===== config.mk =====
export PLATFORM = sky130hd
export DESIGN_NAME = mkio_rt_scheduler_flat
export DESIGN_NICKNAME = d
export VERILOG_FILES = /design/src/rtl/mkio_rt_scheduler_if.sv /design/src/rtl/mkio_rt_scheduler.sv /design/src/flat_wrapper.sv
export SDC_FILE = /design/constraint.sdc
export NUM_CORES = 1
export LEC_CHECK = 0
export CORE_MARGIN = 5
export CORE_UTILIZATION = 45
export DETAILED_ROUTE_END_ITERATION = 16
export GPL_TIMING_DRIVEN = 0
export PLACE_DENSITY = 0.78
export SYNTH_ARGS = -nofsm -noshare
export SYNTH_HDL_FRONTEND = slang
export SYNTH_SLANG_ARGS = --single-unit
export TNS_END_PERCENT = 30

===== constraint.sdc =====
create_clock -name clk -period 3.37 [get_ports clk]
set_input_delay 0.674 -clock clk [delete_from_list [all_inputs] [get_ports clk]]
set_output_delay 0.674 -clock clk [all_outputs]
set_load 0.02 [all_outputs]

===== src/rtl/mkio_rt_scheduler_if.sv =====
// ---------------------------------------------------------------------------
// mkio_rt_scheduler_if
//
// Word-level bus between the MKIO decoder/encoder pair and the remote-terminal
// scheduler.
//
//   rx_done  : one-cycle strobe, a word has been received
//   rx_data  : received word
//   rx_cd    : 1 = command sync, 0 = data sync
//   p_error  : parity error on the current received word
//   tx_data  : word handed to the shared encoder
//   tx_cd    : sync type for the encoder (0 = data/status sync)
//   tx_ready : encoder request, word on tx_data is valid
//   tx_busy  : encoder still shifting out a word
//
// Modports: master = decoder/encoder side, slave = scheduler side.
// ---------------------------------------------------------------------------
interface mkio_rt_scheduler_if;
    logic        rx_done;
    logic [15:0] rx_data;
    logic        rx_cd;
    logic        p_error;
    logic [15:0] tx_data;
    logic        tx_cd;
    logic        tx_ready;
    logic        tx_busy;

    modport master (
        output rx_done, rx_data, rx_cd, p_error, tx_busy,
        input  tx_data, tx_cd, tx_ready
    );

    modport slave (
        input  rx_done, rx_data, rx_cd, p_error, tx_busy,
        output tx_data, tx_cd, tx_ready
    );
endinterface


===== src/rtl/mkio_rt_scheduler.sv =====
// ---------------------------------------------------------------------------
// mkio_rt_scheduler
//
// Remote-terminal command scheduler. Decodes a received command word, starts
// the device mapped to its subaddress, waits (bounded) for that device's
// status word and hands it to the shared encoder. Unmapped subaddresses are
// answered with the scheduler's own status word (message-error bit set).
//
// Parameters:
//   RT_ADDRESS : own remote-terminal address
//   NUM_DEV    : devices on subaddresses 1..NUM_DEV (1..8)
//   TIMEOUT    : clk cycles a dispatched device has to answer
//
// Ports:
//   clk, reset   : clock, asynchronous active-high reset
//   bus          : rx/tx word bus (slave modport of mkio_rt_scheduler_if)
//   dev_start    : one-hot start pulse to the selected device
//   dev_busy     : per-device busy flags
//   dev_tx_ready : per-device status-word request
//   dev_tx_data  : per-device status word, device k at [16k+15:16k]
//   active       : transaction in progress
//   cmd_cnt      : accepted commands (saturating)
//   err_cnt      : error events (saturating)
//
// Optional feature: define MKIO_BROADCAST_EN to accept address 31 as a
// broadcast (device started, no status word sent). Without it address 31 is
// an ordinary address mismatch.
// ---------------------------------------------------------------------------
module mkio_rt_scheduler #(
    parameter logic [4:0]  RT_ADDRESS = 5'd1,
    parameter int          NUM_DEV    = 4,
    parameter logic [15:0] TIMEOUT    = 16'd2000
) (
    input  logic                   clk,
    input  logic                   reset,
    mkio_rt_scheduler_if.slave     bus,
    output logic [NUM_DEV-1:0]     dev_start,
    input  logic [NUM_DEV-1:0]     dev_busy,
    input  logic [NUM_DEV-1:0]     dev_tx_ready,
    input  logic [16*NUM_DEV-1:0]  dev_tx_data,
    output logic                   active,
    output logic [7:0]             cmd_cnt,
    output logic [7:0]             err_cnt
);

    localparam int GW = (NUM_DEV > 1) ? $clog2(NUM_DEV) : 1;
    localparam logic [15:0] STATUS_WORD = {RT_ADDRESS, 1'b1, 10'd0};

    typedef enum logic [2:0] {
        IDLE, DECODE, DISPATCH, WAIT_DEV, RESP, TX_WAIT
    } state_t;

    state_t         state_q, state_d;

    logic [4:0]     addr_q;
    logic [4:0]     sa_q;
    logic           perr_q;
    logic [GW-1:0]  g_q;
    logic           has_dev_q;     // a device was dispatched this transaction
    logic [15:0]    timer_q;
    logic [15:0]    resp_q;
    logic [1:0]     resp_cnt_q;

    // FSM control strobes
    logic           load_cmd;
    logic           load_g;
    logic           clr_timer;
    logic           load_status;
    logic           capture;
    logic           cmd_inc;
    logic           fsm_err;

    logic           rx_cmd;
    logic           stray_err;
    logic           sa_mapped;
    logic [GW-1:0]  sa_g;
    logic           is_bcast;
    logic           timeout_hit;
    logic [8:0]     err_sum;

    assign rx_cmd      = bus.rx_done && bus.rx_cd;
    // A command word arriving mid-transaction is dropped and counted.
    assign stray_err   = rx_cmd && (state_q != IDLE);
    assign sa_mapped   = (sa_q != 5'd0) && (int'(sa_q) <= NUM_DEV);
    assign sa_g        = GW'(sa_q - 5'd1);
    assign timeout_hit = (timer_q == TIMEOUT - 16'd1);
    assign err_sum     = {1'b0, err_cnt} + 9'(fsm_err) + 9'(stray_err);

`ifdef MKIO_BROADCAST_EN
    assign is_bcast = (addr_q == 5'd31);
`else
    assign is_bcast = 1'b0;
`endif

    assign active       = (state_q != IDLE);
    assign bus.tx_ready = (state_q == RESP);
    assign bus.tx_cd    = 1'b0;
    assign bus.tx_data  = resp_q;

    // State register
    always_ff @(posedge clk or posedge reset) begin
        if (reset) begin
            state_q <= IDLE;
        end else begin
            // NOTE: non-blocking assignment so every register in this edge
            // sees the pre-edge values, independent of block ordering.
            state_q <= state_d;
        end
    end

    // Next-state and control decode
    always_comb begin
        // NOTE: everything written here gets a default first; a path that
        // skipped an assignment would otherwise infer a latch.
        state_d     = state_q;
        load_cmd    = 1'b0;
        load_g      = 1'b0;
        clr_timer   = 1'b0;
        load_status = 1'b0;
        capture     = 1'b0;
        cmd_inc     = 1'b0;
        fsm_err     = 1'b0;
        dev_start   = '0;

        case (state_q)
            IDLE: begin
                if (rx_cmd) begin
                    load_cmd = 1'b1;
                    state_d  = DECODE;
                end
            end

            DECODE: begin
                if (perr_q) begin
                    fsm_err = 1'b1;
                    state_d = IDLE;
                end else if (addr_q == RT_ADDRESS) begin
                    cmd_inc = 1'b1;
                    if (sa_mapped) begin
                        state_d = DISPATCH;
                    end else begin
                        load_status = 1'b1;
                        state_d     = RESP;
                    end
                end else if (is_bcast) begin
                    // Broadcast never answers, so an unmapped SA just ends.
                    cmd_inc = 1'b1;
                    state_d = sa_mapped ? DISPATCH : IDLE;
                end else begin
                    state_d = IDLE;
                end
            end

            DISPATCH: begin
                dev_start[sa_g] = 1'b1;
                load_g          = 1'b1;
                clr_timer       = 1'b1;
                state_d         = WAIT_DEV;
            end

            WAIT_DEV: begin
                // Only the granted device is looked at; a response in the
                // same cycle as the timeout wins.
                if (!is_bcast && dev_tx_ready[g_q]) begin
                    capture = 1'b1;
                    state_d = RESP;
                end else if (is_bcast && !dev_busy[g_q]) begin
                    state_d = TX_WAIT;
                end else if (timeout_hit) begin
                    fsm_err = 1'b1;
                    state_d = IDLE;
                end
            end

            RESP: begin
                if (resp_cnt_q == 2'd2) begin
                    state_d = TX_WAIT;
                end
            end

            TX_WAIT: begin
                if (!bus.tx_busy && !(has_dev_q && dev_busy[g_q])) begin
                    state_d = IDLE;
                end
            end

            default: state_d = IDLE;
        endcase
    end

    // Datapath and counters
    always_ff @(posedge clk or posedge reset) begin
        if (reset) begin
            addr_q     <= '0;
            sa_q       <= '0;
            perr_q     <= 1'b0;
            g_q        <= '0;
            has_dev_q  <= 1'b0;
            timer_q    <= '0;
            resp_q     <= '0;
            resp_cnt_q <= '0;
            cmd_cnt    <= '0;
            err_cnt    <= '0;
        end else begin
            if (load_cmd) begin
                addr_q    <= bus.rx_data[15:11];
                sa_q      <= bus.rx_data[9:5];
                perr_q    <= bus.p_error;
                has_dev_q <= 1'b0;
            end

            if (load_g) begin
                g_q       <= sa_g;
                has_dev_q <= 1'b1;
            end

            if (clr_timer) begin
                timer_q <= '0;
            end else if (state_q == WAIT_DEV) begin
                timer_q <= timer_q + 16'd1;
            end

            if (load_status) begin
                resp_q <= STATUS_WORD;
            end else if (capture) begin
                resp_q <= dev_tx_data[{g_q, 4'b0000} +: 16];
            end

            resp_cnt_q <= (state_q == RESP) ? resp_cnt_q + 2'd1 : 2'd0;

            if (cmd_inc && (cmd_cnt != 8'hFF)) begin
                cmd_cnt <= cmd_cnt + 8'd1;
            end

            // Two error sources can land on the same edge.
            err_cnt <= err_sum[8] ? 8'hFF : err_sum[7:0];
        end
    end

endmodule


===== src/flat_wrapper.sv =====
// flat-port wrapper written by rule: the top's interface ports become plain ports
module mkio_rt_scheduler_flat 
#(
    parameter logic [4:0]  RT_ADDRESS = 5'd1,
    parameter int          NUM_DEV    = 4,
    parameter logic [15:0] TIMEOUT    = 16'd2000
)
  (clk, reset, dev_start, dev_busy, dev_tx_ready, dev_tx_data, active, cmd_cnt, err_cnt, bus_rx_done, bus_rx_data, bus_rx_cd, bus_p_error, bus_tx_busy, bus_tx_data, bus_tx_cd, bus_tx_ready);
  mkio_rt_scheduler_if bus_i ();
  input  logic clk;
  input  logic reset;
  output logic [NUM_DEV-1:0] dev_start;
  input  logic [NUM_DEV-1:0] dev_busy;
  input  logic [NUM_DEV-1:0] dev_tx_ready;
  input  logic [16*NUM_DEV-1:0] dev_tx_data;
  output logic active;
  output logic [7:0] cmd_cnt;
  output logic [7:0] err_cnt;
  input wire logic [$bits(bus_i.rx_done)-1:0] bus_rx_done;
  input wire logic [$bits(bus_i.rx_data)-1:0] bus_rx_data;
  input wire logic [$bits(bus_i.rx_cd)-1:0] bus_rx_cd;
  input wire logic [$bits(bus_i.p_error)-1:0] bus_p_error;
  input wire logic [$bits(bus_i.tx_busy)-1:0] bus_tx_busy;
  output wire logic [$bits(bus_i.tx_data)-1:0] bus_tx_data;
  output wire logic [$bits(bus_i.tx_cd)-1:0] bus_tx_cd;
  output wire logic [$bits(bus_i.tx_ready)-1:0] bus_tx_ready;
  assign bus_i.rx_done = bus_rx_done;
  assign bus_i.rx_data = bus_rx_data;
  assign bus_i.rx_cd = bus_rx_cd;
  assign bus_i.p_error = bus_p_error;
  assign bus_i.tx_busy = bus_tx_busy;
  assign bus_tx_data = bus_i.tx_data;
  assign bus_tx_cd = bus_i.tx_cd;
  assign bus_tx_ready = bus_i.tx_ready;
  mkio_rt_scheduler #(.RT_ADDRESS(RT_ADDRESS), .NUM_DEV(NUM_DEV), .TIMEOUT(TIMEOUT)) u_core (.clk(clk), .reset(reset), .bus(bus_i), .dev_start(dev_start), .dev_busy(dev_busy), .dev_tx_ready(dev_tx_ready), .dev_tx_data(dev_tx_data), .active(active), .cmd_cnt(cmd_cnt), .err_cnt(err_cnt));
endmodule

# Word level (Yosys, flattened, before mapping)
# Index checks and enable logic that the tools add are counted.
[totals]
register_bits = 67
latchBits = 0
ramBits = 0
romBits = 0
in_bits = 94
out_inout_bits = 39
n_memories = 0
[op_classes]
n_addsub = 6
mul = 0
div_mod_pow = 0
n_lt_le_gt_ge = 4
eq_ne = 13
shift = 1
mux = 40
n_bitwise = 0
n_reduce_logical = 16
[op_table]
columns = ["operator", "count"]
rows = [
  ["$mux W16", 4],
  ["$shiftx A64 B7 Y16", 1],
  ["$mux W3", 8],
  ["$mux W1", 20],
  ["$pmux W3 S6", 1],
  ["$add A16 B1 Y16 const B", 1],
  ["$eq A16 B11 Y1 const B", 1],
  ["$add A8 B1 Y9", 1],
  ["$add A9 B1 Y9", 1],
  ["$add A8 B1 Y8 const B", 1],
  ["$mux W8", 1],
  ["$ne A8 B8 Y1 const B", 1],
  ["$logic_and A1 B1 Y1", 7],
  ["$eq A3 B2 Y1 const B", 2],
  ["$eq A3 B3 Y1 const B", 2],
  ["$lt A2 B3 Y1 const B", 2],
  ["$ne A2 B1 Y1 const B", 3],
  ["$reduce_bool A2 Y1", 3],
  ["$eq A5 B1 Y1 const B", 1],
  ["$le A5 B3 Y1 const B", 1],
  ["$reduce_bool A5 Y1", 1],
  ["$bmux W1 S2", 2],
  ["$mux W4", 1],
  ["$reduce_and A4 Y1", 1],
  ["12 further kinds", 13],
]

# Longest topological paths before layout
# Gate-level depths: netlist (run 1).
[logic_depth]
ltp_word = 7
mapped_depth = 12

# Least setup slack after synthesis (run 1)
# No wires, ideal clock.
[synth_timing]
path_type = "input-to-reg"
from = "in dev_tx_ready[3]"
to = "reg u_core.err_cnt[6]"
arrival_time_ns = 2.730
t_required_ns = 3.233
setup_slack_ns = 0.504
stages = 10
n_path_buf = 0
path_cell_list = "mux4_2 > nor4b_1 > o21bai_1 > fa_1 > inv_1 > ha_1 > and3_1 > and3_1 > nor2b_1 > a21oi_1"
[synth_between]
elab_chain_len = 7
[synth_lines]
columns = ["item", "line_no", "source"]
rows = [
  ["from (decl)", "flat_wrapper.sv:14", "input logic [NUM_DEV-1:0] dev_tx_ready;"],
  ["$bmux W1 S2", "mkio_rt_scheduler.sv:164", "if (!is_bcast && dev_tx_ready[g_q]) begin"],
  ["$mux W1 (implied by the code)", "mkio_rt_scheduler.sv:164", ""],
  ["$mux W1", "mkio_rt_scheduler.sv:164", ""],
  ["$pmux W1 S2", "mkio_rt_scheduler.sv:125", "case (state_q)"],
  ["$add A8 B1 Y9", "mkio_rt_scheduler.sv:87", "assign err_sum = {1'b0, err_cnt} + 9'(fsm_err) + 9'(stray_err);"],
  ["$add A9 B1 Y9", "mkio_rt_scheduler.sv:87", ""],
  ["$mux W8", "mkio_rt_scheduler.sv:236", "err_cnt <= err_sum[8] ? 8'hFF : err_sum[7:0];"],
  ["to (signal assigned)", "mkio_rt_scheduler.sv:236", ""],
  ["to (decl)", "mkio_rt_scheduler.sv:43", "output logic [7:0] err_cnt"],
]
# No other way between the ends. The select of a mux whose other input is x is not followed.
# A chain may end at the register's enable or synchronous reset.

# Worst setup path in the final report (run 1)
[layout_timing]
from = "in dev_tx_ready[0]"
to = "reg u_core.err_cnt[6]"
# Same word-level chain as after synthesis.

==> results.txt, run 1 <==
----------------------------------------------------
[Status]
  Status ... completed

[Power and ir drop]
  Cell-internal power ... about 0.0018 W
  Fraction of power spent switching nets ... 0.337
  Net Switching ... about 0.00091 W
  Relative contribution of combinational cells to total power ... 0.346
  Worst supply voltage drop on vdd ... around 380 uV
  Clk network pwr share ... 0.253
  Leakage component of the power ... around 2.2 nW
  Share of power burned in registers ... 0.401
  Design Power ... 0.00271 W
  Power Dens Cells ... between 500 and 600 nW/um2

[Synthesis]
  Mapped Avg Cell Area ... around 11 um2
  Number of storage elements in the synthesis netlist ... between 60 and 70
  Most frequent cell after synthesis ... sky130_fd_sc_hd__dfrtp_1
  Cell types with the largest area share after synthesis ... sky130_fd_sc_hd__dfrtp_1, sky130_fd_sc_hd__mux4_2, sky130_fd_sc_hd__mux2_2
  Number of flops mapped to enable cells by yosys ... 0
  Yosys warns ... 0
  Proportion of netlist area held by the largest area contributor ... 0.461
  Part of the Yosys area used for sequential elements ... 0.461
  Synthesized instance count ... about 340
  Asr flop ratio synth ... 1.00
  Post-synthesis cell area ... ~3600 um2
  Primary flip-flop cell chosen by synthesis mapping ... sky130_fd_sc_hd__dfrtp_1
  Syn nets ... 445
  Distinct cells, synth ... 50
  Biggest area consumer among synthesized cells ... sky130_fd_sc_hd__dfrtp_1
  Leading cell types by count after synthesis ... sky130_fd_sc_hd__dfrtp_1, sky130_fd_sc_hd__nand2_1, sky130_fd_sc_hd__inv_1

[GRT]
  Via count of the first global-routing pass ... ~3.2k
  Antenna violations before repair ... 0
  All-Layer GR Usage ... 0.207
  Sum of overflow across all layers after global routing ... 0
  Maximum number of pins on one net before global-route repair ... 68
  Wire length of the first global-routing pass ... between 15 and 20 mm

[Clock network]
  Root Driver ... sky130_fd_sc_hd__clkbuf_8
  Post-CTS setup buffer count ... 0
  TritonCTS buffer count ... 9
  Number of buffers between clock root and the deepest sink ... 2
  CTS clock-pin slew for the worst setup and hold paths ... around 0.08 ns
  Max H-tree Level ... 3
  CTS Hold Buffers Added ... 0
  Clock latency reported for the late side of the worst-skew pair ... approximately 0.35 ns
  Clock tree from TritonCTS ... done
  Clock Sinks ... 67

[Layout]
  Number of antenna cells inserted ... 0
  Post-layout utilization of the core ... 0.672
  Fraction of layout instances using a drive strength above 1 ... 0.147
  Synthesis-to-finish area growth ... 44.3%
  Count of placed standard cells in the final layout, fillers left out ... ~590
  Multi-input combinational cell area ... ~1800 um2
  Combined flip-flop and latch cell area ... roughly 1700 um2
  Number of nets in the final layout ... about 580
  Fillcell total ... 607

[Timing]
  Relative slew slack ... 0.278
  Peak Freq ... between 0.3 and 0.4 GHz
  RSZ-0062 raised after global routing ... false
  Clock skew after layout ... 0.0132 ns
  Count of endpoints failing hold in the final timing report ... 0
  Endpoints failing setup ... 0
  Minimum clock period after layout ... between 3 and 4 ns
  PnR worst setup slack ... approximately 0.18 ns
  Final Slew Violations ... 0
  Final Cycle Share ... 0.946
  Slew at the pin with the worst max-slew slack ... approximately 1.1 ns
  Worst Hold Margin ... 0.437 ns

[Hold path]
  Min-Delay Path Class ... register to register

[Routing]
  Total Routed Length ... 10.0 mm
  Antenna violation net count after detailed routing ... 0
  Vias per Instance ... between 5 and 6
  Drt wl/cell ... roughly 17 um
  1st-iter DRT viols ... ~220
  Final routed DRC violation total ... 0
  Via count ... a little over 3k
  Number of iterations in the first detailed-routing pass ... 4

[Die]
  Core footprint ... between 7000 and 8000 um2
  Starting density of the core ... 0.466
  Die width ... 99.9 um
  I/O pin total ... 133
  Die area ... between 9000 and 10000 um2
  Site row count ... 32
  Die Span Y ... approximately 100 um

[Placement]
  Routability congestion estimate ... about 0.84
  Number of placed cells counting well taps ... approximately 570
  Worst slack at placement ... -0.328 ns
  Sum of net half-perimeters after detailed placement ... roughly 7.6 mm
  Port bufs ... 125

[Setup path]
  Required time at the endpoint of the critical path ... about 3.6 ns
  Crit end category ... register
  Type of element launching the critical path ... input pin
  Critical Setup Path Class ... input pin to register
  Crit path arrival time ... about 3.4 ns
  Maximum fanout along the worst path ... 4

[Flow run]
  Max-cap violations ... 0

----------------------------------------------------
path summary, 6_finish.rpt:
kind / slack, ns / from / to / cells past startpoint
max: 0.18 / dev_tx_ready[0] / u_core.err_cnt[6]$_DFF_PP0_ / 11
min: 0.44 / u_core.resp_cnt_q[0]$_DFF_PP0_ / u_core.resp_cnt_q[0]$_DFF_PP0_ / 1
max reg2reg: 0.30 / u_core.timer_q[0]$_DFFE_PP0P_ / u_core.err_cnt[6]$_DFF_PP0_ / 12
min reg2reg: 0.44 / u_core.resp_cnt_q[0]$_DFF_PP0_ / u_core.resp_cnt_q[0]$_DFF_PP0_ / 1
max in group asynchronous: 1.97 / reset / u_core.bus.tx_data[9]$_DFFE_PP0P_ / 2
min in group asynchronous: 0.84 / reset / u_core.bus.tx_data[0]$_DFFE_PP0P_ / 2
power by group through the flow:
stage / Sequential [W] / Clock (W) / Combinational, W
floorplan: 0.00115 / 0 / 0.000473
global placement: 0.00109 / 0 / 0.000904
detailed placement: 0.00110 / 0 / 0.000932
CTS: 0.00108 / 0.000698 / 0.000944
global route: 0.00111 / 0.000731 / 0.00102
finish: 0.00109 / 0.000686 / 0.000936
metal layers:
metal,global-route usage,vias to the layer above,share of wire
li1,-,1476,-
met1,0.279,1521,0.44
met2,0.347,98,0.51
met3,0.0375,7,0.041
met4,0.0504,0,0.0082
met5,0,-,0
cell families after synthesis:
group           synth area share
fa+ha+maj                 0.0330
simple gates               0.181
other cells              0.00103
mux                        0.160
xor+xnor                  0.0337
buf+inv                   0.0454
compound gates            0.0850
flops                      0.461
sequential cells by signal, indices dropped and copies added, names as in the netlist, 3 cells and up:
register and flops:
u_core.state_q 3, u_core.sa_q 5, u_core.timer_q 16, u_core.cmd_cnt 8, u_core.bus.tx_data 16, u_core.addr_q 5, u_core.err_cnt 8
cell type report:
class / count / share of cell area
sequential: 67 / 0.320
multi-input combinational: 235 / 0.347
tap: 102 / 0.0243
inverter: 24 / 0.0176
buffer: 16 / 0.0145
clock inverter: 7 / 0.0148
timing repair buffer: 125 / 0.238
clock buffer: 9 / 0.0236
cell usage in the layout, fill, tap and decap left out, drive strengths merged, types with 6 or more instances in the layout:
cell type	count
clkdlybuf4s50	125
dfrtp	67
nand2	44
inv	25
o21ai	23
nor2	20
clkbuf	18
mux4	17
mux2	15
nand3	13
a21oi	9
xor2	8
ha	8
and2	7
nor3	7
buf	7
nand2b	6
xnor2	6
nor4	6
worst max-delay path: stages:
cell and delay [ns]:
sky130_fd_sc_hd__clkdlybuf4s50_1 0.42, sky130_fd_sc_hd__mux4_2 0.54, sky130_fd_sc_hd__nor4b_4 0.32, sky130_fd_sc_hd__o21bai_1 0.14, sky130_fd_sc_hd__fa_1 0.39, sky130_fd_sc_hd__inv_1 0.08
sky130_fd_sc_hd__ha_1 0.20, sky130_fd_sc_hd__and3_1 0.22, sky130_fd_sc_hd__and3_4 0.21, sky130_fd_sc_hd__nor2b_1 0.13, sky130_fd_sc_hd__a21oi_1 0.07
per-stage QoR:
stage / TNS, ns / cell area (um2)
finish: 0 / 5250
detailed placement: -1.84 / 5020
floorplan: 0 / 3640
global route: 0 / 5250
CTS: 0 / 5220
global placement: -14.69 / 5010
timing repair:
action | CTS | global route
pin swaps | 0 | 0
gates resized for setup | 1 | 5
hold endpoints to repair | 0 | 0
endpoints found under the setup margin | 2 | 10
No activity file was read; power rests on OpenSTA's default activity.
==> run 2, diff against run 1 <==
CORE_ASPECT_RATIO = 2   (was default)
==> run 2 against run 1 <==
  * Critical path depth unchanged
  * Routed wire length shrank 1.9%
  * Utilization up 0.054 points
  * Sequential cell count did not move
  * Fmax is 0.69% lower
  * Sequential share of layout area decreased by 0.57 points
  * Design area is 1.8% higher
  * Clock power rose by 33%
==> results.txt, run 2 (synthesis results as in run 1) <==
----------------------------------------------------
[Hold path]
  Min-Delay Path Class ... register to register

[Power and ir drop]
  Clk network pwr share ... 0.312
  Share of power burned in registers ... 0.373
  Design Power ... just under 0.003 W
  Fraction of power spent switching nets ... 0.302
  Power Dens Cells ... around 550 nW/um2
  Net Switching ... roughly 0.00088 W
  Worst supply voltage drop on vdd ... between 400 and 500 uV
  Leakage component of the power ... 2.23 nW
  Relative contribution of combinational cells to total power ... 0.315
  Cell-internal power ... 0.00205 W

[Setup path]
  Slowest Stage Delay on Critical Path ... between 0.5 and 0.6 ns
  Crit path arrival time ... 3.45 ns
  Crit end category ... register
  Type of element launching the critical path ... input pin
  Critical-path top delay cell ... sky130_fd_sc_hd__mux4_2
  Required time at the endpoint of the critical path ... 3.61 ns
  Critical Setup Path Class ... input pin to register
  List of cells traversed by the critical path ... clkdlybuf4s50_1 -> mux4_2 -> nor4b_4 -> o21bai_1 -> fa_1 -> inv_1 -> ha_2 -> and3_4 -> and3_1 -> nand3_2 -> o21ai_0
  Buffering stage count on the worst path with inverters included ... 2
  Maximum fanout along the worst path ... 5
  Worst reg2reg setup slack ... around 0.27 ns
  Family of cells with the greatest summed delay on the critical path ... simple AND/OR/NAND/NOR gates

[Die]
  Die width ... around 74 um
  Die area ... roughly 10000 um2
  Starting density of the core ... 0.458
  Die Span Y ... about 140 um
  I/O pin total ... 133
  Core footprint ... 7940 um2
  Site row count ... between 40 and 50

[Placement]
  Routability congestion estimate ... ~0.86
  Sum of net half-perimeters after detailed placement ... approximately 7.6 mm
  Worst slack at placement ... -0.397 ns
  Number of placed cells counting well taps ... approximately 560
  Port bufs ... about 130

[Timing]
  Peak Freq ... approximately 0.31 GHz
  Final Slew Violations ... 0
  Final Cycle Share ... 0.953
  Endpoints failing setup ... 0
  Clock skew after layout ... approximately 0.0038 ns
  Relative slew slack ... 0.273
  Minimum clock period after layout ... around 3.2 ns
  Count of endpoints failing hold in the final timing report ... 0
  PnR worst setup slack ... about 0.16 ns
  Worst Hold Margin ... roughly 0.45 ns
  Accumulated negative setup slack ... 0 ns
  Slew at the pin with the worst max-slew slack ... 1.08 ns

[Clock network]
  Clock tree from TritonCTS ... done
  Max H-tree Level ... 3
  Clock latency reported for the late side of the worst-skew pair ... about 0.33 ns
  CTS Hold Buffers Added ... 0
  Root Driver ... sky130_fd_sc_hd__clkbuf_16
  Clock Sinks ... 67
  Number of buffers between clock root and the deepest sink ... 2
  CTS clock-pin slew for the worst setup and hold paths ... ~0.05 ns
  TritonCTS buffer count ... 9

[Routing]
  Final routed DRC violation total ... 0
  Antenna violation net count after detailed routing ... 0
  Drt wl/cell ... between 15 and 20 um
  Via count ... between 3k and 4k
  Vias per Instance ... between 5 and 6
  Number of iterations in the first detailed-routing pass ... 4
  1st-iter DRT viols ... around 130
  Total Routed Length ... approximately 9.8 mm

[Layout]
  Synthesis-to-finish area growth ... 46.9%
  Commonest cells after routing, fill and taps aside ... sky130_fd_sc_hd__clkdlybuf4s50_1, sky130_fd_sc_hd__dfrtp_1, sky130_fd_sc_hd__nand2_1, sky130_fd_sc_hd__inv_1, sky130_fd_sc_hd__o21ai_0
  Most common cell after layout, fill and taps aside ... sky130_fd_sc_hd__clkdlybuf4s50_1
  Count of placed standard cells in the final layout, fillers left out ... 580
  Fraction of layout instances using a drive strength above 1 ... 0.145
  Number of nets in the final layout ... approximately 580
  Number of antenna cells inserted ... 0

[GRT]
  Via count of the first global-routing pass ... 3281
  Wire length of the first global-routing pass ... about 16 mm
  Sum of overflow across all layers after global routing ... 0
  Antenna violations before repair ... 0
  Maximum number of pins on one net before global-route repair ... 68
  All-Layer GR Usage ... 0.203

[Status]
  Status ... completed

[Flow run]
  Max-cap violations ... 0

----------------------------------------------------
## run 2: cell types whose count changed in the layout (fill, tap and decap cells not counted)
| cell | before | now |
|---|---|---|
| sky130_fd_sc_hd__clkinv_4 | 3 | 0 |
| sky130_fd_sc_hd__clkinvlp_4 | 1 | 2 |
| sky130_fd_sc_hd__nor2_2 | 1 | 0 |
| sky130_fd_sc_hd__buf_4 | 1 | 2 |
| sky130_fd_sc_hd__clkbuf_8 | 9 | 1 |
| sky130_fd_sc_hd__clkbuf_1 | 8 | 10 |
| sky130_fd_sc_hd__inv_6 | 1 | 0 |
| sky130_fd_sc_hd__ha_2 | 0 | 1 |
| sky130_fd_sc_hd__ha_1 | 8 | 7 |
| sky130_fd_sc_hd__clkbuf_16 | 0 | 9 |
| sky130_fd_sc_hd__nor2_1 | 19 | 20 |
## run 2: stage by stage
stage               area [um2]   util
floorplan                 3640      -
global placement          5010  0.630
detailed placement        5010  0.631
CTS                       5310  0.669
global route              5340  0.673
finish                    5340  0.673
## run 2: cell type report
class                           count  area [um2]
Multi-Input combinational cell    235        1820
Sequential cell                    67        1680
Clock inverter                      4        50.0
Buffer                             16        76.3
Clock buffer                       12         246
Timing Repair Buffer              126        1260
Tap cell                           96         120
Inverter                           24        92.6
Fill cell                         615        2600
## run 2: path summary, 6_finish.rpt
| check | startpoint | end | depth (start not counted) |
|---|---|---|---|
| min in group asynchronous | reset | u_core.timer_q[3]$_DFFE_PP0P_ | 2 |
| worst min-delay path | u_core.resp_cnt_q[0]$_DFF_PP0_ | u_core.resp_cnt_q[0]$_DFF_PP0_ | 1 |
| worst min register to register | u_core.resp_cnt_q[0]$_DFF_PP0_ | u_core.resp_cnt_q[0]$_DFF_PP0_ | 1 |
| worst max register to register | u_core.timer_q[0]$_DFFE_PP0P_ | u_core.err_cnt[3]$_DFF_PP0_ | 12 |
| max in group asynchronous | reset | u_core.addr_q[2]$_DFFE_PP0P_ | 2 |
| worst max-delay path | dev_tx_ready[3] | u_core.err_cnt[3]$_DFF_PP0_ | 11 |
## run 2: power groups by stage
stage	combinational, W	sequential (W)	clock [W]
2_1_floorplan	0.000473	0.00115	0
3_3_place_gp	0.000900	0.00109	0
3_5_place_dp	0.000916	0.00110	0
4_1_cts	0.000929	0.00109	0.000934
5_1_grt	0.00101	0.00111	0.000969
6_report	0.000923	0.00109	0.000914
## run 2: routing by layer
metal	GRT usage	share of wire
met2	0.366	0.53
met5	0	0
met3	0.0449	0.081
met4	0.0998	0.031
met1	0.213	0.36
## run 2: what timing repair did
item	in CTS	in global routing
gates resized for setup	1	6
buffers inserted	0	1
endpoints found under the setup margin	6	10
==> run 3, diff against run 2 <==
CELL_PAD_IN_SITES_DETAIL_PLACEMENT = 0   (was default)
CELL_PAD_IN_SITES_GLOBAL_PLACEMENT = 1   (was default)
CORE_ASPECT_RATIO = 0.8   (was 2)
CORE_UTILIZATION = 34   (was 45)
==> run 3 against run 2 <==
  * Combinational power grew 0.5%
  * Final cell count grew 7.4%
  * First-iteration DRC count grew 20%
  * Routed wire length shrank 0.89%
  * Sequential cell count is the same
  * Critical path depth is the same
  * Setup slack lost 0.014 ns
  * Critical endpoint unchanged
  * Largest cell class unchanged
  * Largest power group unchanged
==> results.txt, run 3 (synthesis results as in run 1) <==
----------------------------------------------------
[Die]
  Die width ... 126 um
  Die area ... approximately 13000 um2
  Starting density of the core ... 0.351
  Site row count ... 33
  Core footprint ... between 10000 and 15000 um2
  I/O pin total ... between 100 and 150
  Die Span Y ... 102 um

[Clock network]
  CTS clock-pin slew for the worst setup and hold paths ... 0.06 ns
  Number of buffers between clock root and the deepest sink ... 2
  CTS Hold Buffers Added ... 0
  Clock tree from TritonCTS ... done
  Number of resized instances in the post-cts repair step ... 0
  Post-CTS setup buffer count ... 0
  Clock latency reported for the late side of the worst-skew pair ... about 0.33 ns
  Root Driver ... sky130_fd_sc_hd__clkbuf_16
  TritonCTS buffer count ... 9
  Clock Sinks ... 67
  Max H-tree Level ... 3

[Routing]
  Drt wl/cell ... 15.7 um
  Antenna violation net count after detailed routing ... 0
  Vias per Instance ... 4.91
  1st-iter DRT viols ... 150
  Number of iterations in the first detailed-routing pass ... 7
  Total Routed Length ... 9.75 mm
  Final routed DRC violation total ... 0
  Via count ... between 3k and 4k

[Setup path]
  Maximum fanout along the worst path ... 5
  Reg2reg start ... u_core.timer_q[0]$_DFFE_PP0P_
  Crit path arrival time ... 3.48 ns
  Buffering stage count on the worst path with inverters included ... 2
  CP most frequent cell ... sky130_fd_sc_hd__and3_1
  List of cells traversed by the critical path ... clkdlybuf4s50_1 -> mux4_2 -> nor4b_2 -> o21bai_1 -> fa_1 -> inv_1 -> ha_1 -> and3_1 -> and3_1 -> nand3_1 -> o21ai_0
  Family of cells with the greatest summed delay on the critical path ... simple AND/OR/NAND/NOR gates
  Count of cells along the worst register-to-register path ... 12
  WP depth ... 11
  Worst reg2reg setup slack ... between 0.2 and 0.25 ns
  Critical-path top delay cell ... sky130_fd_sc_hd__mux4_2
  Type of element launching the critical path ... input pin
  Slowest Stage Delay on Critical Path ... 0.53 ns
  Crit end category ... register
  Capturing point of the worst reg2reg path ... u_core.err_cnt[3]$_DFF_PP0_
  Required time at the endpoint of the critical path ... roughly 3.6 ns
  Critical Setup Path Class ... input pin to register

[Timing]
  Final Slew Violations ... 0
  Accumulated negative setup slack ... 0 ns
  Count of endpoints failing hold in the final timing report ... 0
  Slew at the pin with the worst max-slew slack ... ~0.98 ns
  Final Cycle Share ... 0.957
  Peak Freq ... roughly 0.31 GHz
  Relative slew slack ... 0.341
  Endpoints failing setup ... 0
  Worst Hold Margin ... between 0.4 and 0.5 ns
  Clock skew after layout ... around 0.0065 ns
  Minimum clock period after layout ... 3.23 ns

[Placement]
  Number of placed cells counting well taps ... 607
  Routability congestion estimate ... 0.853
  Sum of net half-perimeters after detailed placement ... ~7.5 mm
  Port bufs ... ~130

[GRT]
  All-Layer GR Usage ... 0.160
  Via count of the first global-routing pass ... 3214
  Wire length of the first global-routing pass ... approximately 16 mm
  Sum of overflow across all layers after global routing ... 0
  Maximum number of pins on one net before global-route repair ... 68
  Antenna violations before repair ... 0

[Power and ir drop]
  Worst supply voltage drop on vdd ... 507 uV
  Power Dens Cells ... ~570 nW/um2
  Design Power ... roughly 0.0031 W
  Leakage component of the power ... ~2.3 nW

[Layout]
  Fraction of layout instances using a drive strength above 1 ... 0.143
  Number of nets in the final layout ... just under 600
  Number of antenna cells inserted ... 0
  Post-layout utilization of the core ... 0.524
  Most common cell after layout, fill and taps aside ... sky130_fd_sc_hd__clkdlybuf4s50_1
  Commonest cells after routing, fill and taps aside ... sky130_fd_sc_hd__clkdlybuf4s50_1, sky130_fd_sc_hd__dfrtp_1, sky130_fd_sc_hd__nand2_1, sky130_fd_sc_hd__inv_1, sky130_fd_sc_hd__o21ai_0
  Fillcell total ... about 900
  Count of placed standard cells in the final layout, fillers left out ... roughly 620
  Synthesis-to-finish area growth ... 49.2%

[Hold path]
  Min-delay src ... u_core.resp_cnt_q[0]$_DFF_PP0_
  Min-Delay Path Class ... register to register
  Hold endpoint ... u_core.resp_cnt_q[0]$_DFF_PP0_
  Cells on Worst Hold Path ... 1

[Status]
  Status ... completed

[Flow run]
  Max-cap violations ... 0

----------------------------------------------------
[run 3: cell count changes in the layout (fill, tap and decap cells not counted), sizes merged]
cell,previous run,this run
clkinv,1,3
clkinvlp,2,0
buf,8,7
clkbuf,21,19
bufinv,1,3
[run 3: worst max path at each step]
stage / startpoint / end / slack, ns
after floorplan: dev_tx_ready[3] / u_core.err_cnt[6]$_DFF_PP0_ / 0.50
after global placement: reset / u_core.cmd_cnt[6]$_DFFE_PP0P_ / -0.26
after detailed placement: dev_tx_ready[3] / u_core.err_cnt[3]$_DFF_PP0_ / -0.26
after CTS: u_core.state_q[2]$_DFFE_PP0P_ / dev_start[3] / 0.05
after global routing: dev_tx_ready[3] / u_core.err_cnt[3]$_DFF_PP0_ / -0.03
final: dev_tx_ready[3] / u_core.err_cnt[3]$_DFF_PP0_ / 0.14
[run 3: report_power, final]
group / switching, W / total [W] / internal, W
logic: 0.000438 / 0.000928 / 0.000491
registers: 0.000131 / 0.00109 / 0.000960
clock network: 0.000351 / 0.00109 / 0.000744
[run 3: routing by layer]
metal,vias up,global-route usage,wire length (um)
li1,1482,-,-
met1,1464,0.215,4550
met2,98,0.258,4530
met3,13,0.0445,519
met4,0,0.0425,150
met5,-,0,0
[run 3: area by class of cell]
cell class	instances	area [um2]	share of cell area
clock buffer	10	239	0.0440
inverter	24	92.6	0.0171
multi-input combinational	235	1800	0.332
sequential	67	1680	0.309
buffer	16	76.3	0.0141
tap	140	175	0.0323
timing repair buffer	125	1250	0.231
clock inverter	6	113	0.0208
[run 3: per-stage QoR]
step	instance area [um2]	worst slack (ns)
after floorplan	3640	0.504
after global placement	5060	-0.264
after detailed placement	5060	-0.260
after CTS	5420	0.0467
after global routing	5430	-0.0313
final	5430	0.145
